`config.mk`:
```
export PLATFORM = sky130hd
export DESIGN_NAME = vx_icache_fetch_stage
export DESIGN_NICKNAME = d
export VERILOG_FILES = /design/src/rtl/vx_icache_fetch_stage_pkg.sv /design/src/rtl/vx_fetch_rsp_buf.sv /design/src/rtl/vx_icache_fetch_stage.sv
export SDC_FILE = /design/constraint.sdc
export NUM_CORES = 1
export LEC_CHECK = 0
export BUFFER_PORTS_ARGS = -buffer_cell sky130_fd_sc_hd__buf_2
export CAP_MARGIN = 20
export CORE_ASPECT_RATIO = 1.5
export CORE_MARGIN = 5
export CORE_UTILIZATION = 55
export CTS_CLUSTER_DIAMETER = 100
export DETAILED_ROUTE_END_ITERATION = 7
export GPL_ROUTABILITY_DRIVEN = 0
export GPL_TIMING_DRIVEN = 1
export PLACE_DENSITY = 0.75
export SKIP_LAST_GASP = 1
export SYNTH_ARGS = -nofsm -noshare
export SYNTH_HDL_FRONTEND = slang
export SYNTH_SLANG_ARGS = --single-unit
```
`constraint.sdc`:
```
create_clock -name clk -period 14.8 [get_ports clk]
set_input_delay 2.96 -clock clk [delete_from_list [all_inputs] [get_ports clk]]
set_output_delay 2.96 -clock clk [all_outputs]
set_load 0.1 [all_outputs]
```
`src/rtl/vx_icache_fetch_stage_pkg.sv`:
```
// Shared configuration and payload types for the I-cache fetch stage.
// Fetch metadata is parked per warp; the response payload is what decode sees.
package vx_icache_fetch_stage_pkg;

  localparam int unsigned NUM_WARPS   = 4;
  localparam int unsigned NUM_THREADS = 4;
  localparam int unsigned UUID_BITS   = 44;
  localparam int unsigned NW_BITS     = $clog2(NUM_WARPS);

  typedef struct packed {
    logic [UUID_BITS-1:0]   uuid;
    logic [NUM_THREADS-1:0] tmask;
    logic [31:0]            pc;
  } fetch_meta_t;

  typedef struct packed {
    fetch_meta_t        meta;
    logic [NW_BITS-1:0] wid;
    logic [31:0]        instr;
  } fetch_rsp_t;

endpackage

```
`src/rtl/vx_fetch_rsp_buf.sv`:
```
// One-entry valid/ready pipe register for the fetch response payload.
// Accepts a new entry whenever empty or draining in the same cycle.
module vx_fetch_rsp_buf
  import vx_icache_fetch_stage_pkg::*;
(
  input  logic       clk,
  input  logic       reset,
  input  logic       in_valid,
  input  fetch_rsp_t in_data,
  output logic       in_ready,
  output logic       out_valid,
  output fetch_rsp_t out_data,
  input  logic       out_ready
);

  logic       valid_q, valid_d;
  fetch_rsp_t data_q, data_d;

  assign in_ready = ~valid_q | out_ready;

  always_comb begin
    valid_d = valid_q;
    data_d  = data_q;
    if (in_valid && in_ready) begin
      valid_d = 1'b1;
      data_d  = in_data;
    end else if (out_ready) begin
      valid_d = 1'b0;
    end
  end

  always_ff @(posedge clk) begin
    if (reset) begin
      valid_q <= 1'b0;
      data_q  <= '0;
    end else begin
      valid_q <= valid_d;
      data_q  <= data_d;
    end
  end

  assign out_valid = valid_q;
  assign out_data  = data_q;

endmodule

```
`src/rtl/vx_icache_fetch_stage.sv`:
```
// Instruction fetch stage: forwards per-warp fetches to the I-cache, parks their
// metadata by warp id, and re-pairs out-of-order cache responses by tag.
module vx_icache_fetch_stage
  import vx_icache_fetch_stage_pkg::*;
(
  input  logic                   clk,
  input  logic                   reset,

  input  logic                   ifetch_req_valid,
  input  logic [UUID_BITS-1:0]   ifetch_req_uuid,
  input  logic [NUM_THREADS-1:0] ifetch_req_tmask,
  input  logic [NW_BITS-1:0]     ifetch_req_wid,
  input  logic [31:0]            ifetch_req_PC,
  output logic                   ifetch_req_ready,

  output logic                   icache_req_valid,
  output logic [29:0]            icache_req_addr,
  output logic [NW_BITS-1:0]     icache_req_tag,
  input  logic                   icache_req_ready,

  input  logic                   icache_rsp_valid,
  input  logic [31:0]            icache_rsp_data,
  input  logic [NW_BITS-1:0]     icache_rsp_tag,
  output logic                   icache_rsp_ready,

  output logic                   ifetch_rsp_valid,
  output logic [UUID_BITS-1:0]   ifetch_rsp_uuid,
  output logic [NUM_THREADS-1:0] ifetch_rsp_tmask,
  output logic [NW_BITS-1:0]     ifetch_rsp_wid,
  output logic [31:0]            ifetch_rsp_PC,
  output logic [31:0]            ifetch_rsp_instr,
  input  logic                   ifetch_rsp_ready,

  output logic [NUM_WARPS-1:0]   pending_mask,
  output logic                   busy
);

  logic [NUM_WARPS-1:0] pending_q, pending_d;
  fetch_meta_t          meta_q [NUM_WARPS];
  fetch_rsp_t           rsp_in, rsp_out;
  logic                 req_blocked, req_fire, rsp_fire;

  // A warp with a fetch in flight may not issue again: its table slot is live.
  assign req_blocked      = pending_q[ifetch_req_wid];
  assign icache_req_valid = ifetch_req_valid & ~req_blocked;
  assign ifetch_req_ready = icache_req_ready & ~req_blocked;
  assign icache_req_addr  = ifetch_req_PC[31:2];
  assign icache_req_tag   = ifetch_req_wid;

  assign req_fire = ifetch_req_valid & ifetch_req_ready;
  assign rsp_fire = icache_rsp_valid & icache_rsp_ready;

  always_comb begin
    pending_d = pending_q;
    if (rsp_fire) pending_d[icache_rsp_tag] = 1'b0;
    if (req_fire) pending_d[ifetch_req_wid] = 1'b1;
  end

  always_ff @(posedge clk) begin
    if (reset) pending_q <= '0;
    else       pending_q <= pending_d;
  end

  // Metadata table carries no reset; pending bits guard every read.
  always_ff @(posedge clk) begin
    if (req_fire) begin
      meta_q[ifetch_req_wid] <= '{uuid: ifetch_req_uuid, tmask: ifetch_req_tmask,
                                  pc: ifetch_req_PC};
    end
  end

  assign rsp_in = '{meta: meta_q[icache_rsp_tag], wid: icache_rsp_tag, instr: icache_rsp_data};

  vx_fetch_rsp_buf u_rsp_buf (
    .clk       (clk),
    .reset     (reset),
    .in_valid  (icache_rsp_valid),
    .in_data   (rsp_in),
    .in_ready  (icache_rsp_ready),
    .out_valid (ifetch_rsp_valid),
    .out_data  (rsp_out),
    .out_ready (ifetch_rsp_ready)
  );

  assign ifetch_rsp_uuid  = rsp_out.meta.uuid;
  assign ifetch_rsp_tmask = rsp_out.meta.tmask;
  assign ifetch_rsp_PC    = rsp_out.meta.pc;
  assign ifetch_rsp_wid   = rsp_out.wid;
  assign ifetch_rsp_instr = rsp_out.instr;

  assign pending_mask = pending_q;
  assign busy         = (|pending_q) | ifetch_rsp_valid;

  a_rsp_tag_pending : assert property (@(posedge clk) disable iff (reset)
    rsp_fire |-> pending_q[icache_rsp_tag]);

  a_req_pc_aligned : assert property (@(posedge clk) disable iff (reset)
    req_fire |-> (ifetch_req_PC[1:0] == 2'b00));

endmodule
```
==> results.toml, run 1 <==
[placement]
port_buffers = 276
hpwl_um = 20600
placed_cells = 1574

[clocking]
clk_pin_slew_ns = 0.07
cts_root_buffer = "clkbuf_16"
holdBufCountCts = 0
cts_setup_buffers = 0
cts_resized = 0
clock_latency_ns = 0.54
tritoncts = "done"
clock_sinks = 439
htree_levels = 2
max-clock-path-buffers = 3
cts-buffers-inserted = 40

[sta]
rsz0062_at_grt = "no"
finalSetupViolCount = 0
skew_ns = 0.0201
fin_crit_sh = 0.507
drv_slew = 0
final.setup.tns_ns = 0
relSlewSlack = 0.286
min_period_ns = 7.51
worst_pin_slew_ns = 1.07
clock.fmax_mhz = 133
hold_viol = 0

[yosys]
synth-seq-cells = 439
synth_area_leader_cell = "edfxtp_1"
yosysUniqueCellTypes = 27
synthCells = 1003
yosysTopAreaCellShare = 0.586
yosysWarnings = 0
synthTopCellsByArea = "edfxtp_1 59%, dfxtp_1 15%, mux4_2 11%"
synth_area_sq_um = 16400
yosysSeqAreaShare = 0.731
syn_avg_cell_area_sq_um = 16.3
syn_nets = 1125

[die]
coreArea_sq_um = 29500
die_h_um = 221
fp.dieW_um = 151
fp.dieArea_sq_um = 33400
rows = 77
initial_utilization = 0.556
io_pins = 277

[detailed_routing]
wl_per_cell_um = 22.2
via_count = 9736
drtAntennaViolNets = 0
finalWirelength_um = 36600
drc = 0
m1WireLength_um = 13500
wl_met3_um = 2630
drt_iter0_markers = 590
firstDrtPassIters = 5
dr_wl_met2_um = 19300
top_layer = "met5"
vias_per_cell = 5.89

[setup_path]
worstPathRequired_ns = 11.84
path_max_fanout = 52
crit_path_start_kind = "input pin"
r2r-start = "u_rsp_buf.out_valid"
startpoint = "ifetch_rsp_ready"
r2r_slack_ns = 12.26
rr_endpoint = "u_rsp_buf.out_data[81]"
crit_arrival_ns = 4.55
crit_type = "input pin to primary output"
cp-end-kind = "primary output"
endpoint = "icache_rsp_ready"
r2r_cells = 5

[global_routing]
antenna_found_initial = 8
grt_pass1_vias = 10000
grt_first_pass_wirelength_um = 56900
grt_overflow = 0
track_usage = 0.221
grt_max_degree = 71

[job]
cap_violations = 0

[power]
p_per_area_nw_per_um2 = 142
leakagePower_nw = 6.81
vdd_ir_drop_max_mv = 0.107

[worst_hold_path]
hold_path_class = "flip-flop to flip-flop"
min_from = "u_rsp_buf.out_data[103]"

[run_status]
outcome = "finished clean"

[cells_and_area]
final_core_util = 0.643
instances_no_fill = 1652
multi_input_area_sq_um = 3700
drive_above_1_share = 0.349
nets = 1343
areaGrowthSynthToFinish_pct = 15.6
regArea_sq_um = 12000
fill_cells = 2153
## layer usage
layer / vias to the layer above / global-route usage
met5: - / 0
met4: 6 / 0.0814
met3: 85 / 0.0452
met2: 397 / 0.381
met1: 4932 / 0.274
li1: 4316 / -
## cells in the mapped netlist
master    count
dfxtp_1     119
inv_1         4
nor3_1        1
buf_1         4
buf_2        23
o21ai_1      40
or3_1         1
o21a_1        3
buf_6         2
edfxtp_1    320
clkbuf_1     44
nor2b_1       2
nor4b_1       1
nor4_1        1
a21oi_1     116
nor3b_1       1
nand2_1       2
buf_4        35
nor2_1        1
mux4_2       81
buf_12        6
o41a_1        3
nand3_1     115
and2b_1       1
o21ai_0      74
o41ai_1       1
inv_2         2
## state kept, by name (all words and copies together) (netlist names)
name and cells:
u_rsp_buf.out_data 114, pending_mask 4, u_rsp_buf.out_valid 1, meta_q 320
## metrics by stage
step / cell area, sq um / hold WS (ns) / total power, mW / setup slack [ns]
6_report: 19000 / 0.472 / 2.69 / 7.29
3_5_place_dp: 17700 / 0.465 / 1.75 / 7.28
4_1_cts: 18900 / 0.474 / 2.72 / 7.28
3_3_place_gp: 17700 / 0.458 / 1.74 / 7.27
5_1_grt: 19000 / 0.492 / 2.79 / 7.19
2_1_floorplan: 16400 / 0.712 / 1.68 / 2.80
## cells by family (layout without fill, tap and decap cells)
kind of cell,count (synthesis),in the layout,share of synthesized area
flip-flops,439,439,0.731
AO/OA/AOI/OAI,237,237,0.0742
AND/OR/NAND/NOR,126,126,0.0391
buffers and inverters,120,369,0.0441
multiplexers,81,81,0.111
other,0,5,0
## how the worst min path moves through the flow
stage | slack [ns] | cells past startpoint | endpoint
after floorplan | 0.71 | 3 | u_rsp_buf.out_data[79]
after global placement | 0.46 | 2 | u_rsp_buf.out_data[50]
after detailed placement | 0.47 | 2 | u_rsp_buf.out_data[107]
after CTS | 0.47 | 2 | u_rsp_buf.out_data[107]
after global routing | 0.49 | 2 | u_rsp_buf.out_data[80]
final | 0.47 | 2 | u_rsp_buf.out_data[103]
## critical path, cell delays in order
cell     delay [ns]
buf_2          0.10
and2b_4        0.63
inv_4          0.41
buf_2          0.42
## layout make-up
class	instances	area share
Tap cell	395	0.0261
Multi-Input combinational cell	444	0.195
Clock inverter	20	0.00699
Antenna cell	5	0.000660
Clock buffer	53	0.0581
Sequential cell	439	0.632
Inverter	6	0.00145
Timing Repair Buffer	290	0.0791
## cells in the final DEF (no fill, tap or decap), types with 17 or more instances in the layout
cell         n
buf_2      272
dfxtp_1    119
edfxtp_1   320
o21ai_0     74
nand3_1    115
mux4_2      81
o21ai_1     40
clkbuf_16   41
a21oi_1    116
buf_4       17
## power by group
part	switching, mW	internal (mW)	total, mW
clock network	0.429	0.544	0.973
registers	0.0138	1.36	1.37
logic	0.277	0.0704	0.348
total	0.720	1.97	2.69
Note: power is estimated with default switching activity, not from simulation.
==> run 2, diff against run 1 <==
CORE_UTILIZATION = 50   (was 55)
PLACE_DENSITY = 0.72   (was 0.75)
clock period = 6.2 ns   (was 14.8 ns; I/O delays follow)
==> run 2 against run 1 <==
Net effect: worst setup slack got worse by 5.1 ns; combinational power rose by 140%; wire length rose by 1.3%; largest power group unchanged.
==> results.toml, run 2 (same netlist as run 1, synthesis figures left out) <==
[clocking]
cts_setup_buffers = 0
htree_levels = 2
cts_root_buffer = "clkbuf_16"
tritoncts = "done"
max-clock-path-buffers = 3
cts-buffers-inserted = 40
cts_resized = 0
clock_sinks = 439
clock_latency_ns = 0.54
clk_pin_slew_ns = 0.06
holdBufCountCts = 0

[detailed_routing]
finalWirelength_um = 37100
drt_iter0_markers = 666
firstDrtPassIters = 5
via_count = 9675
wl_per_cell_um = 22.2
drtAntennaViolNets = 0
drc = 0
vias_per_cell = 5.79

[die]
fp.dieW_um = 158
rows = 81
coreArea_sq_um = 32500
initial_utilization = 0.504
io_pins = 277
die_h_um = 232
fp.dieArea_sq_um = 36600

[setup_path]
crit_type = "input pin to primary output"
r2r_cells = 3
crit_path_start_kind = "input pin"
path_max_fanout = 61
crit_arrival_ns = 2.80
cp-end-kind = "primary output"
rr_endpoint = "meta_q[2][47]"
worstPathRequired_ns = 4.96
r2r_slack_ns = 3.71
r2r-start = "pending_mask[2]"

[power]
vdd_ir_drop_max_mv = 0.266
p_total_mw = 6.68
p_per_area_nw_per_um2 = 348
clockPowerShare = 0.385
leakagePower_nw = 6.89
p_switching_mw = 1.75
p_int_mw = 4.93
seqPwrFrac = 0.491
combPwrFrac = 0.124
switching_share = 0.262

[sta]
fin_crit_sh = 0.651
worst_pin_slew_ns = 1.01
rsz0062_at_grt = "no"
clock.fmax_mhz = 248
drv_slew = 0
final.setup.tns_ns = 0
relSlewSlack = 0.326
min_period_ns = 4.04
finalSetupViolCount = 0
hold_viol = 0
skew_ns = 0.0248

[cells_and_area]
areaGrowthSynthToFinish_pct = 16.9
nets = 1344
largest_reg_flops = 320
final_core_util = 0.589
final_cell_mix = "320 x edfxtp_1, 272 x buf_2, 119 x dfxtp_1, 116 x a21oi_1, 115 x nand3_1"
layout_commonest_cell = "edfxtp_1"
top_register = "meta_q"
fill_cells = 2472
drive_above_1_share = 0.355
stdcell_area_sq_um = 19200
instances_no_fill = 1671

[global_routing]
track_usage = 0.202
grt_pass1_vias = 9986
grt_first_pass_wirelength_um = 57200
antenna_found_initial = 6
grt_overflow = 0
grt_max_degree = 87

[job]
cap_violations = 0

[worst_hold_path]
min_from = "u_rsp_buf.out_data[73]"
min_to = "u_rsp_buf.out_data[73]"
hold_path_class = "flip-flop to flip-flop"
min_path_cells = 2

[run_status]
outcome = "finished clean"

[placement]
placed_cells = 1595
hpwl_um = 21000
port_buffers = 276
placed_area_sq_um = 17800
run 2: worst max-delay path: stages:
cell     delay [ns]
buf_2          0.07
and2b_4        0.30
inv_4          0.60
buf_2          0.55
run 2: power by group through the flow:
stage | Sequential [mW] | Clock, mW | Combinational, mW
finish | 3.28 | 2.57 | 0.830
detailed placement | 3.34 | 0 | 0.836
global placement | 3.34 | 0 | 0.825
global route | 3.29 | 2.74 | 0.871
CTS | 3.28 | 2.62 | 0.837
floorplan | 3.68 | 0 | 0.334
run 2: how the worst max path moves through the flow:
stage / from / endpoint / cells past startpoint
finish: ifetch_rsp_ready / icache_rsp_ready / 4
CTS: ifetch_rsp_ready / icache_rsp_ready / 4
detailed placement: ifetch_rsp_ready / icache_rsp_ready / 4
floorplan: ifetch_req_valid / meta_q[3][0] / 2
global placement: ifetch_rsp_ready / icache_rsp_ready / 4
global route: ifetch_rsp_ready / icache_rsp_ready / 4
run 2: final cells by class:
type / instances / area (sq um) / share of cell area
clock buffer: 51 / 1130 / 0.0592
antenna: 2 / 5.00 / 0.000261
sequential: 439 / 12000 / 0.625
multi-input combinational: 444 / 3720 / 0.194
timing repair buffer: 291 / 1510 / 0.0786
tap: 415 / 519 / 0.0271
inverter: 6 / 28.8 / 0.00150
clock inverter: 23 / 262 / 0.0136
run 2: metrics by stage:
step           hold slack [ns]  setup slack, ns
2_1_floorplan            0.712             1.22
3_3_place_gp             0.458             2.16
3_5_place_dp             0.467             2.15
4_1_cts                  0.475             2.15
5_1_grt                  0.494             2.10
6_report                 0.472             2.16
run 2: routing by layer:
metal | GRT usage | routed length [um] | part of all wire
met2 | 0.347 | 19400 | 0.52
met4 | 0.0673 | 1040 | 0.028
met3 | 0.0418 | 2550 | 0.069
met1 | 0.256 | 14100 | 0.38
met5 | 0 | 53 | 0.0014
